<file path="config.mk">
export PLATFORM = sky130hd
export DESIGN_NAME = bht_port_scheduler
export DESIGN_NICKNAME = d
export VERILOG_FILES = /design/src/rtl/bht_port_scheduler_pkg.sv /design/src/rtl/bht_port_scheduler_train_fifo.sv /design/src/rtl/bht_port_scheduler.sv
export SDC_FILE = /design/constraint.sdc
export NUM_CORES = 1
export LEC_CHECK = 0
export CORE_MARGIN = 10
export CORE_UTILIZATION = 46
export DETAILED_ROUTE_END_ITERATION = 16
export GPL_TIMING_DRIVEN = 1
export HOLD_SLACK_MARGIN = 0.02
export PLACE_DENSITY = 0.89
export SKIP_CTS_REPAIR_TIMING = 1
export SYNTH_ARGS = -nofsm -noshare
export SYNTH_HDL_FRONTEND = slang
export SYNTH_HIERARCHICAL = 1
export SYNTH_SLANG_ARGS = --single-unit
</file>
<file path="constraint.sdc">
create_clock -name clk -period 3.2 [get_ports clk]
set_input_delay 0.32 -clock clk [delete_from_list [all_inputs] [get_ports clk]]
set_output_delay 0.32 -clock clk [all_outputs]
set_load 0.03 [all_outputs]
</file>
<file path="src/rtl/bht_port_scheduler_pkg.sv">
// Shared definitions for the BHT port scheduler.
//   IDX_W_DEF     default BHT index width (table has 2^IDX_W entries)
//   CNT_WEAK_NT   value written to every entry by the post-reset sweep
//   state_t       scheduler FSM encoding
//   pc_word_index word index of a PC; callers keep the low IDX_W bits
package bht_port_scheduler_pkg;

    localparam int         IDX_W_DEF   = 8;
    localparam logic [1:0] CNT_WEAK_NT = 2'b01;

    typedef enum logic [1:0] {
        ST_INIT = 2'd0,
        ST_IDLE = 2'd1,
        ST_RD   = 2'd2,
        ST_WR   = 2'd3
    } state_t;

    // Instructions are word aligned, so the two LSBs carry no information.
    function automatic logic [63:0] pc_word_index(input logic [63:0] pc);
        return pc >> 2;
    endfunction

endpackage

</file>
<file path="src/rtl/bht_port_scheduler_train_fifo.sv">
// Synchronous FIFO holding pending training events {index, taken}.
//   clk, rst      clock, asynchronous active-low reset
//   push, din     write an entry (ignored when full)
//   pop           drop the head entry (ignored when empty)
//   dout          head entry, combinational from the storage
//   full, empty   occupancy flags
//   count         number of valid entries
module train_fifo #(
    parameter int DEPTH = 4,
    parameter int W     = 9
) (
    input  logic                   clk,
    input  logic                   rst,
    input  logic                   push,
    input  logic [W-1:0]           din,
    input  logic                   pop,
    output logic [W-1:0]           dout,
    output logic                   full,
    output logic                   empty,
    output logic [$clog2(DEPTH):0] count
);

    localparam int PTR_W = $clog2(DEPTH);
    localparam int CNT_W = PTR_W + 1;

    logic [PTR_W-1:0] wr_ptr_reg;
    logic [PTR_W-1:0] rd_ptr_reg;
    logic [CNT_W-1:0] count_reg;
    logic [W-1:0]     slot [DEPTH];
    logic             push_ok;
    logic             pop_ok;

    assign full    = (count_reg == CNT_W'(DEPTH));
    assign empty   = (count_reg == '0);
    assign count   = count_reg;
    assign push_ok = push & ~full;
    assign pop_ok  = pop & ~empty;
    assign dout    = slot[rd_ptr_reg];

    genvar gi;
    generate
        for (gi = 0; gi < DEPTH; gi++) begin : g_entry
            logic [W-1:0] entry_reg;
            always_ff @(posedge clk) begin
                if (push_ok && wr_ptr_reg == PTR_W'(gi)) begin
                    entry_reg <= din;
                end
            end
            assign slot[gi] = entry_reg;
        end
    endgenerate

    always_ff @(posedge clk or negedge rst) begin
        if (!rst) begin
            wr_ptr_reg <= '0;
            rd_ptr_reg <= '0;
            count_reg  <= '0;
        end else begin
            if (push_ok) wr_ptr_reg <= wr_ptr_reg + PTR_W'(1);
            if (pop_ok)  rd_ptr_reg <= rd_ptr_reg + PTR_W'(1);
            case ({push_ok, pop_ok})
                2'b10:   count_reg <= count_reg + CNT_W'(1);
                2'b01:   count_reg <= count_reg - CNT_W'(1);
                default: count_reg <= count_reg;
            endcase
        end
    end

endmodule

</file>
<file path="src/rtl/bht_port_scheduler.sv">
// Arbiter/sequencer for the single-port branch history table.
//   clk, rst                     clock, asynchronous active-low reset
//   rdy                          global ready; 0 freezes all state, port idle
//   lkp_req/lkp_pc/lkp_gnt       fetch lookup request and same-cycle grant
//   lkp_valid/lkp_taken          lookup result one cycle after the grant
//   train_valid/taken/pc/ready   commit-time training events into the FIFO
//   bht_en/we/addr/wdata/rdata   BHT RAM port (read data one cycle after read)
//   init_done                    post-reset sweep to weakly-not-taken finished
module bht_port_scheduler
    import bht_port_scheduler_pkg::*;
#(
    parameter int IDX_W      = IDX_W_DEF,
    parameter int FIFO_DEPTH = 4,
    parameter int ADDR_W     = 32
) (
    input  logic              clk,
    input  logic              rst,
    input  logic              rdy,
    input  logic              lkp_req,
    input  logic [ADDR_W-1:0] lkp_pc,
    output logic              lkp_gnt,
    output logic              lkp_valid,
    output logic              lkp_taken,
    input  logic              train_valid,
    input  logic              train_taken,
    input  logic [ADDR_W-1:0] train_pc,
    output logic              train_ready,
    output logic              bht_en,
    output logic              bht_we,
    output logic [IDX_W-1:0]  bht_addr,
    output logic [1:0]        bht_wdata,
    input  logic [1:0]        bht_rdata,
    output logic              init_done
);

    localparam int CNT_W = $clog2(FIFO_DEPTH) + 1;

    state_t           state_reg;
    logic [IDX_W-1:0] sweep_reg;
    logic             init_done_reg;
    logic [1:0]       cnt_reg;
    logic             lkp_valid_reg;
    logic             train_ready_reg;

    logic [IDX_W-1:0] lkp_idx;
    logic [IDX_W-1:0] train_idx;
    logic [IDX_W:0]   fifo_dout;
    logic [IDX_W-1:0] head_idx;
    logic             head_taken;
    logic             fifo_full;
    logic             fifo_empty;
    logic [CNT_W-1:0] fifo_count;
    logic [CNT_W-1:0] fifo_count_next;
    logic             fifo_push;
    logic             fifo_pop;
    logic             sweep_last;
    logic             init_done_next;
    logic             train_ready_next;
    logic [1:0]       cnt_upd;

    logic             port_en;
    logic             port_we;
    logic [IDX_W-1:0] port_addr;
    logic [1:0]       port_wdata;

    assign lkp_idx    = IDX_W'(pc_word_index(64'(lkp_pc)));
    assign train_idx  = IDX_W'(pc_word_index(64'(train_pc)));
    assign head_idx   = fifo_dout[IDX_W:1];
    assign head_taken = fifo_dout[0];

    // Lookups own the port whenever the table is initialised.
    assign lkp_gnt    = lkp_req & rdy & init_done_reg;
    assign fifo_push  = train_valid & train_ready_reg & ~fifo_full & rdy;

    train_fifo #(
        .DEPTH (FIFO_DEPTH),
        .W     (IDX_W + 1)
    ) u_train_fifo (
        .clk   (clk),
        .rst   (rst),
        .push  (fifo_push),
        .din   ({train_idx, train_taken}),
        .pop   (fifo_pop),
        .dout  (fifo_dout),
        .full  (fifo_full),
        .empty (fifo_empty),
        .count (fifo_count)
    );

    // 2-bit saturating counter step, no wrap in either direction.
    always_comb begin
        cnt_upd = cnt_reg;
        if (head_taken) begin
            if (cnt_reg != 2'b11) cnt_upd = cnt_reg + 2'd1;
        end else begin
            if (cnt_reg != 2'b00) cnt_upd = cnt_reg - 2'd1;
        end
    end

    // Port mux: granted lookup first, otherwise whatever the FSM needs.
    always_comb begin
        port_en    = 1'b0;
        port_we    = 1'b0;
        port_addr  = sweep_reg;
        port_wdata = 2'b00;
        fifo_pop   = 1'b0;
        if (lkp_gnt) begin
            port_en   = 1'b1;
            port_addr = lkp_idx;
        end else if (rdy) begin
            case (state_reg)
                ST_INIT: begin
                    port_en    = 1'b1;
                    port_we    = 1'b1;
                    port_addr  = sweep_reg;
                    port_wdata = CNT_WEAK_NT;
                end
                ST_IDLE: begin
                    if (!fifo_empty) begin
                        port_en   = 1'b1;
                        port_addr = head_idx;
                    end
                end
                ST_WR: begin
                    port_en    = 1'b1;
                    port_we    = 1'b1;
                    port_addr  = head_idx;
                    port_wdata = cnt_upd;
                    fifo_pop   = 1'b1;
                end
                default: ;
            endcase
        end
    end

    // The RAM must see no enable while reset is held, even though the FSM
    // already sits in INIT pointing at entry 0.
    assign bht_en    = port_en & rst;
    assign bht_we    = port_we & rst;
    assign bht_addr  = port_addr;
    assign bht_wdata = rst ? port_wdata : 2'b00;

    assign sweep_last       = (sweep_reg == {IDX_W{1'b1}});
    assign init_done_next   = init_done_reg | (state_reg == ST_INIT && sweep_last);
    assign fifo_count_next  = fifo_count + CNT_W'(fifo_push) - CNT_W'(fifo_pop);
    // Readiness looks at next-cycle occupancy, so a full FIFO refuses a push
    // even in the cycle a pop frees a slot.
    assign train_ready_next = init_done_next && (fifo_count_next != CNT_W'(FIFO_DEPTH));

    always_ff @(posedge clk or negedge rst) begin
        if (!rst) begin
            state_reg       <= ST_INIT;
            sweep_reg       <= '0;
            init_done_reg   <= 1'b0;
            cnt_reg         <= 2'b00;
            lkp_valid_reg   <= 1'b0;
            train_ready_reg <= 1'b0;
        end else if (rdy) begin
            lkp_valid_reg   <= lkp_gnt;
            train_ready_reg <= train_ready_next;
            case (state_reg)
                ST_INIT: begin
                    sweep_reg <= sweep_reg + IDX_W'(1);
                    if (sweep_last) begin
                        state_reg     <= ST_IDLE;
                        init_done_reg <= 1'b1;
                    end
                end
                ST_IDLE: begin
                    if (!lkp_gnt && !fifo_empty) state_reg <= ST_RD;
                end
                ST_RD: begin
                    cnt_reg   <= bht_rdata;
                    state_reg <= ST_WR;
                end
                ST_WR: begin
                    if (!lkp_gnt) state_reg <= ST_IDLE;
                end
                default: state_reg <= ST_INIT;
            endcase
        end
    end

    assign lkp_valid   = lkp_valid_reg;
    assign lkp_taken   = lkp_valid_reg & bht_rdata[1];
    assign train_ready = train_ready_reg;
    assign init_done   = init_done_reg;

endmodule

</file>
# --- After elaboration in Yosys (flattened, before gate mapping) ---
# Cells that the tools add are included.
op_classes:
  n_mux: 29
  eq_ne: 15
  n_reduce_logical: 19
  magnitude_cmp: 1
  n_addsub: 9
  bitwise: 14
op_table:
  columns: ["operator", "n"]
  rows:
  - ["8-bit 2-to-1 mux", 3]
  - ["9-bit binary-select mux with 2-bit select", 1]
  - ["2-bit 2-to-1 mux", 9]
  - ["9-bit 2-to-1 mux", 2]
  - ["8-bit case mux with 2 select lines", 1]
  - ["1-bit bitwise AND", 10]
  - ["2-bit == test, second input constant", 5]
  - ["1-bit 2-to-1 mux", 9]
  - ["8-bit by 1-bit adder with 8-bit output, second input constant", 1]
  - ["8-bit == test, second input constant", 1]
  - ["2-bit != test, second input constant", 4]
  - ["2-bit case mux with 4 select lines", 1]
  - ["1-bit logical AND", 7]
  - ["2-bit by 1-bit adder with 2-bit output, second input constant", 3]
  - ["2-bit by 1-bit == test with 1-bit output, second input constant", 3]
  - ["3-bit case mux with 2 select lines", 1]
  - ["2-bit logical NOT", 2]
  - ["2-bit case mux with 2 select lines", 1]
  - ["2-bit AND reduction", 2]
  - ["4-bit AND reduction", 1]
  - ["2-bit nonzero test", 2]
  - ["3-bit by 1-bit adder with 3-bit output", 1]
  - ["3-bit by 1-bit adder with 3-bit output, second input constant", 1]
  - ["3-bit == test, second input constant", 1]
  - ["13 further kinds", 15]
totals:
  output_inout_bits: 17
  input_bits: 72
  reg_bits: 58

# --- Longest topological paths before layout ---
depth:
  word_depth: 9
  depth_mapped: 12
  mapped_depth_nobuf: 12

# --- Cells and area by module ---
# Netlist, hierarchy kept.
modules_own_cells:
  columns: ["module", "area_each_um2", "seq_area_each_um2", "instances", "cells_per_inst"]
  rows:
  - ["train_fifo", 1726.7, 1256.2, 1, 85]
  - ["bht_port_scheduler", 1094.8, 375.4, 1, 117]

# --- Worst setup path after synthesis ---
# Ideal clock, no wire load.
synth_timing:
  path_kind: "register to register"
  startpoint: "reg init_done_reg, in the netlist init_done"
  endpoint: "reg train_ready_reg, in the netlist train_ready"
  path_slack_ps: 797
  stages_incl_launch_ff: 11
  t_required_ps: 3070
  setup_time_ps: 130
  t_arrival_ps: 2273
  cell_sequence: "dfrtp_1 > nand2_1 > and3_1 > ha_1 > inv_1 > ha_1 > fa_1 > xnor2_1 > xnor2_1 > o31ai_1 > o22ai_1"
synth_between:
  elab_chain_len: 5
  elab_cells_between_ends: 6
synth_rtl:
  columns: ["item", "line_no", "text"]
  rows:
  - ["start: declaration", "bht_port_scheduler.sv:40", "logic init_done_reg;"]
  - ["start signal: assignment", "bht_port_scheduler.sv:154", "init_done_reg <= 1'b0;"]
  - ["start signal: assignment", "bht_port_scheduler.sv:166", "init_done_reg <= 1'b1;"]
  - ["1-bit bitwise AND", "bht_port_scheduler.sv:72", "assign lkp_gnt = lkp_req & rdy & init_done_reg;"]
  - ["1-bit 2-to-1 mux", "bht_port_scheduler.sv:107", "if (lkp_gnt) begin"]
  - ["net fifo_pop", "bht_port_scheduler.sv:55", "logic fifo_pop;"]
  - ["3-bit by 1-bit subtractor with 3-bit output", "bht_port_scheduler.sv:145", "assign fifo_count_next = fifo_count + CNT_W'(fifo_push) - CNT_W'(fifo_pop);"]
  - ["3-bit != test", "bht_port_scheduler.sv:148", "assign train_ready_next = init_done_next && (fifo_count_next != CNT_W'(FIFO_DEPTH));"]
  - ["1-bit logical AND", "bht_port_scheduler.sv:148", null]
  - ["end signal: assignment", "bht_port_scheduler.sv:160", "train_ready_reg <= train_ready_next;"]
  - ["end: declaration", "bht_port_scheduler.sv:43", "logic train_ready_reg;"]
# The timed path passes the listed nets, and every way through them passes these cells.
# A chain may end at the register's enable or synchronous reset.

# --- Worst setup path after layout ---
layout_timing:
  startpoint: "reg u_train_fifo.rd_ptr_reg[0]"
  endpoint: "out bht_wdata[0]"
layout_between:
  elab_chain_len: 9
layout_rtl:
  columns: ["item", "line_no", "text"]
  rows:
  - ["start: declaration", "bht_port_scheduler_train_fifo.sv:27", "logic [PTR_W-1:0] rd_ptr_reg;"]
  - ["start signal: assignment", "bht_port_scheduler_train_fifo.sv:60", "if (pop_ok) rd_ptr_reg <= rd_ptr_reg + PTR_W'(1);"]
  - ["2-bit NOT with 3-bit output (implied by the code)", "bht_port_scheduler_train_fifo.sv:38", "assign dout = slot[rd_ptr_reg];"]
  - ["9-bit binary-select mux with 2-bit select", "bht_port_scheduler_train_fifo.sv:38", null]
  - ["9-bit 2-to-1 mux (implied by the code) (2 in a row)", "bht_port_scheduler_train_fifo.sv:38", null]
  - ["net fifo_dout[0]", "bht_port_scheduler.sv:47", "logic [IDX_W:0] fifo_dout;"]
  - ["2-bit 2-to-1 mux", "bht_port_scheduler.sv:93", "if (head_taken) begin"]
  - ["2-bit case mux with 2 select lines", "bht_port_scheduler.sv:111", "case (state_reg)"]
  - ["2-bit 2-to-1 mux", "bht_port_scheduler.sv:110", "end else if (rdy) begin"]
  - ["2-bit 2-to-1 mux", "bht_port_scheduler.sv:107", null]
  - ["2-bit 2-to-1 mux", "bht_port_scheduler.sv:141", "assign bht_wdata = rst ? port_wdata : 2'b00;"]
  - ["end: declaration", "bht_port_scheduler.sv:31", "output logic [1:0] bht_wdata,"]
# The timed path passes the listed nets, and every way through them passes these cells. The select of a mux whose other input is x is not followed.

==> flow_summary.ini <==
[status]
status = finished clean

[worst_setup_path]
reg2reg_to = train_ready$_DFFE_PN0P_
crit_family = buffers and inverters
rrSetupSlack_ps = 600
max_stage_delay_ps = 590
crit_end = bht_wdata[0]
crit_fanout = 11
cp.depth = 6
crit_buf_inv = 2
reg2reg_depth = 11
end_kind = primary output
worstPathArrival_ps = 2630
worstReg2RegStart = u_train_fifo/count[2]$_DFFE_PN0P_
start_kind = flip-flop
crit_required_ps = 2880
critPathKind = flip-flop to primary output
crit_path_cell_trace = buf_4 -> mux4_2 -> maj3_1 -> a21oi_1 -> nor2b_1 -> clkdlybuf4s50_1
worstSetupStartpoint = u_train_fifo/rd_ptr_reg[0]$_DFFE_PN0P_
crit_path_top_delay_cell = clkdlybuf4s50_1

[cells_and_area]
fillers = 457
largest_reg_flops = 36
multiInputGateArea_sq_um = 1110
mostFrequentLayoutCell = clkdlybuf4s50_1
nNetsFinal = 341
design_area_sq_um = 3550
syn2layout_area_growth_pct = 25.9
drive_gt1_frac = 0.170
num_antenna_cells = 0
regArea_sq_um = 1630
final_cells = 334
most-common-layout-cells = clkdlybuf4s50_1 (40), edfxtp_1 (36), dfrtp_1 (22)

[die]
dieArea_sq_um = 9670
rows = 28
io_pins = 89
start_util = 0.477
die_h_um = 98.3
fp.coreArea_sq_um = 5920
fp.dieW_um = 98.3

[synth]
netlist_top_cells_area = edfxtp_1 (38%), dfrtp_1 (20%), mux4_2 (7.2%), ha_1 (5.8%), xnor2_1 (3.1%)
synth_edf_count = 36
synthCells = 202
syn_area_sq_um = 2820
ys_types = 45
ys_ff_latch = 58
yosys.area.top_type = edfxtp_1
synth_area_per_cell_sq_um = 14.0
async_reset_ff_frac = 0.379
synth_top_area_frac = 0.383
ys_seq_area_frac = 0.578
synth_top_flop_cell = edfxtp_1
syn-num-nets = 289
ys_warn_count = 6

[timing]
rsz0062_at_grt = no
tns_ps = 0
fin_crit_sh = 0.923
finalHoldViolations = 0
setup_viol = 0
fmax_mhz = 339
drv_slew = 0
worst_pin_slew_ps = 430
slew_headroom = 0.713
skew_ps = 7.40
period_minus_slack_ps = 2950

[flow_run]
cap_violations = 0

[place]
placedCellCount = 318
port_buffers = 40
dp_hpwl_um = 4120
finalWeightedCongestion = 0.825
dpl_cell_area_sq_um = 3330

[clocking]
root_buffer = clkbuf_8
cts_made_buffers = 9
cts_sinks = 58
path_clk_slew_ps = 70
htree_levels = 3
clkLatencyLatePin_ps = 330
cts_tree = built
clockBufferDepth = 2

[worst_hold_path]
min_path_type = input pin to asynchronous set/reset pin

[global_routing]
grt_use_total = 0.117
grt_max_degree = 17
grt_pass1_vias = 1906
antenna_found_initial = 0
overflow = 0
grt_pass1_wl_um = 9140

[route]
vias_per_cell = 5.26
wl_um = 5580
vias = 1756
drc = 0
dr.pass1.iters = 4
drtIter0Drc = 99
ant_nets = 0
wl_per_cell_um = 16.7

[pwr]
ir_drop_mv = 0.316
finalPower_mw = 2.03
power_leakage_nw = 1.42
power_density_nw_per_um2 = 570
[where the power goes]
part / switching, mW / internal (mW) / leakage, nW / total (mW)
sequential: 0.0713 / 0.845 / 0.608 / 0.916
combinational: 0.196 / 0.188 / 0.704 / 0.383
clock: 0.290 / 0.436 / 0.107 / 0.727
total: 0.558 / 1.47 / 1.42 / 2.03
[metrics by stage]
stage | worst slack (ps) | hold WS, ps | utilization
finish | 246 | 341 | 0.600
global route | 76.2 | 364 | 0.600
CTS | 211 | 336 | 0.600
detailed placement | 442 | 527 | 0.563
global placement | 460 | 508 | 0.563
floorplan | 797 | 24.4 | -
[worst register-to-register path, stage by stage, from the launching register on]
cell	delay, ps
dfrtp_1	440
or3b_4	290
inv_1	40
nand4b_1	210
ha_1	320
inv_1	40
ha_1	190
fa_1	390
xnor2_1	150
xnor2_1	130
o31ai_1	190
o22ai_1	90
[area by class of cell]
| type | instances | area share |
|---|---|---|
| flip-flops and latches | 58 | 0.459 |
| multi-input cells | 123 | 0.312 |
| repair buffers | 45 | 0.123 |
| clock buffers | 9 | 0.0349 |
| clock inverters | 7 | 0.0264 |
| well taps | 75 | 0.0264 |
| inverters | 17 | 0.0180 |
[synthesized netlist by cell type, types with 3 or more instances]
library cell  number
buf_2              3
nor2_1            20
mux4_2             9
nor2b_1            3
mux2_1             3
and3_1             3
inv_1             16
ha_1              13
a221oi_1           8
xnor2_1           10
xor2_1             5
nand2_1            8
dfrtp_1           22
edfxtp_1          36
and3_2             5
[cell families after synthesis]
| kind of cell | after synthesis | synth area share |
|---|---|---|
| xor gates and xnor gates | 15 | 0.0466 |
| AOI/OAI and AO/OA | 21 | 0.0585 |
| DFF | 58 | 0.578 |
| and+or+nand+nor | 55 | 0.110 |
| buffers and inverters | 21 | 0.0293 |
| muxes | 15 | 0.0980 |
| adders and majority gates | 17 | 0.0789 |
[how the worst min path moves through the flow]
stage                                     endpoint  slack (ps)  cells after the start
final                        init_done$_DFFE_PN0P_         340                      2
after global routing         init_done$_DFFE_PN0P_         360                      2
after CTS                    init_done$_DFFE_PN0P_         340                      2
after detailed placement  sweep_reg[0]$_DFFE_PN0P_         530                      1
after global placement      cnt_reg[1]$_DFFE_PN0P_         510                      1
after floorplan             cnt_reg[0]$_DFFE_PN0P_          20                      0
[layer usage]
layer  wire, um  vias up  track usage
met1       2340      861        0.132
met5          0        -            0
li1           -      849            -
met2       2870       41        0.200
met4         59        0       0.0408
met3        314        5       0.0423
(Power assumes the default switching activity.)
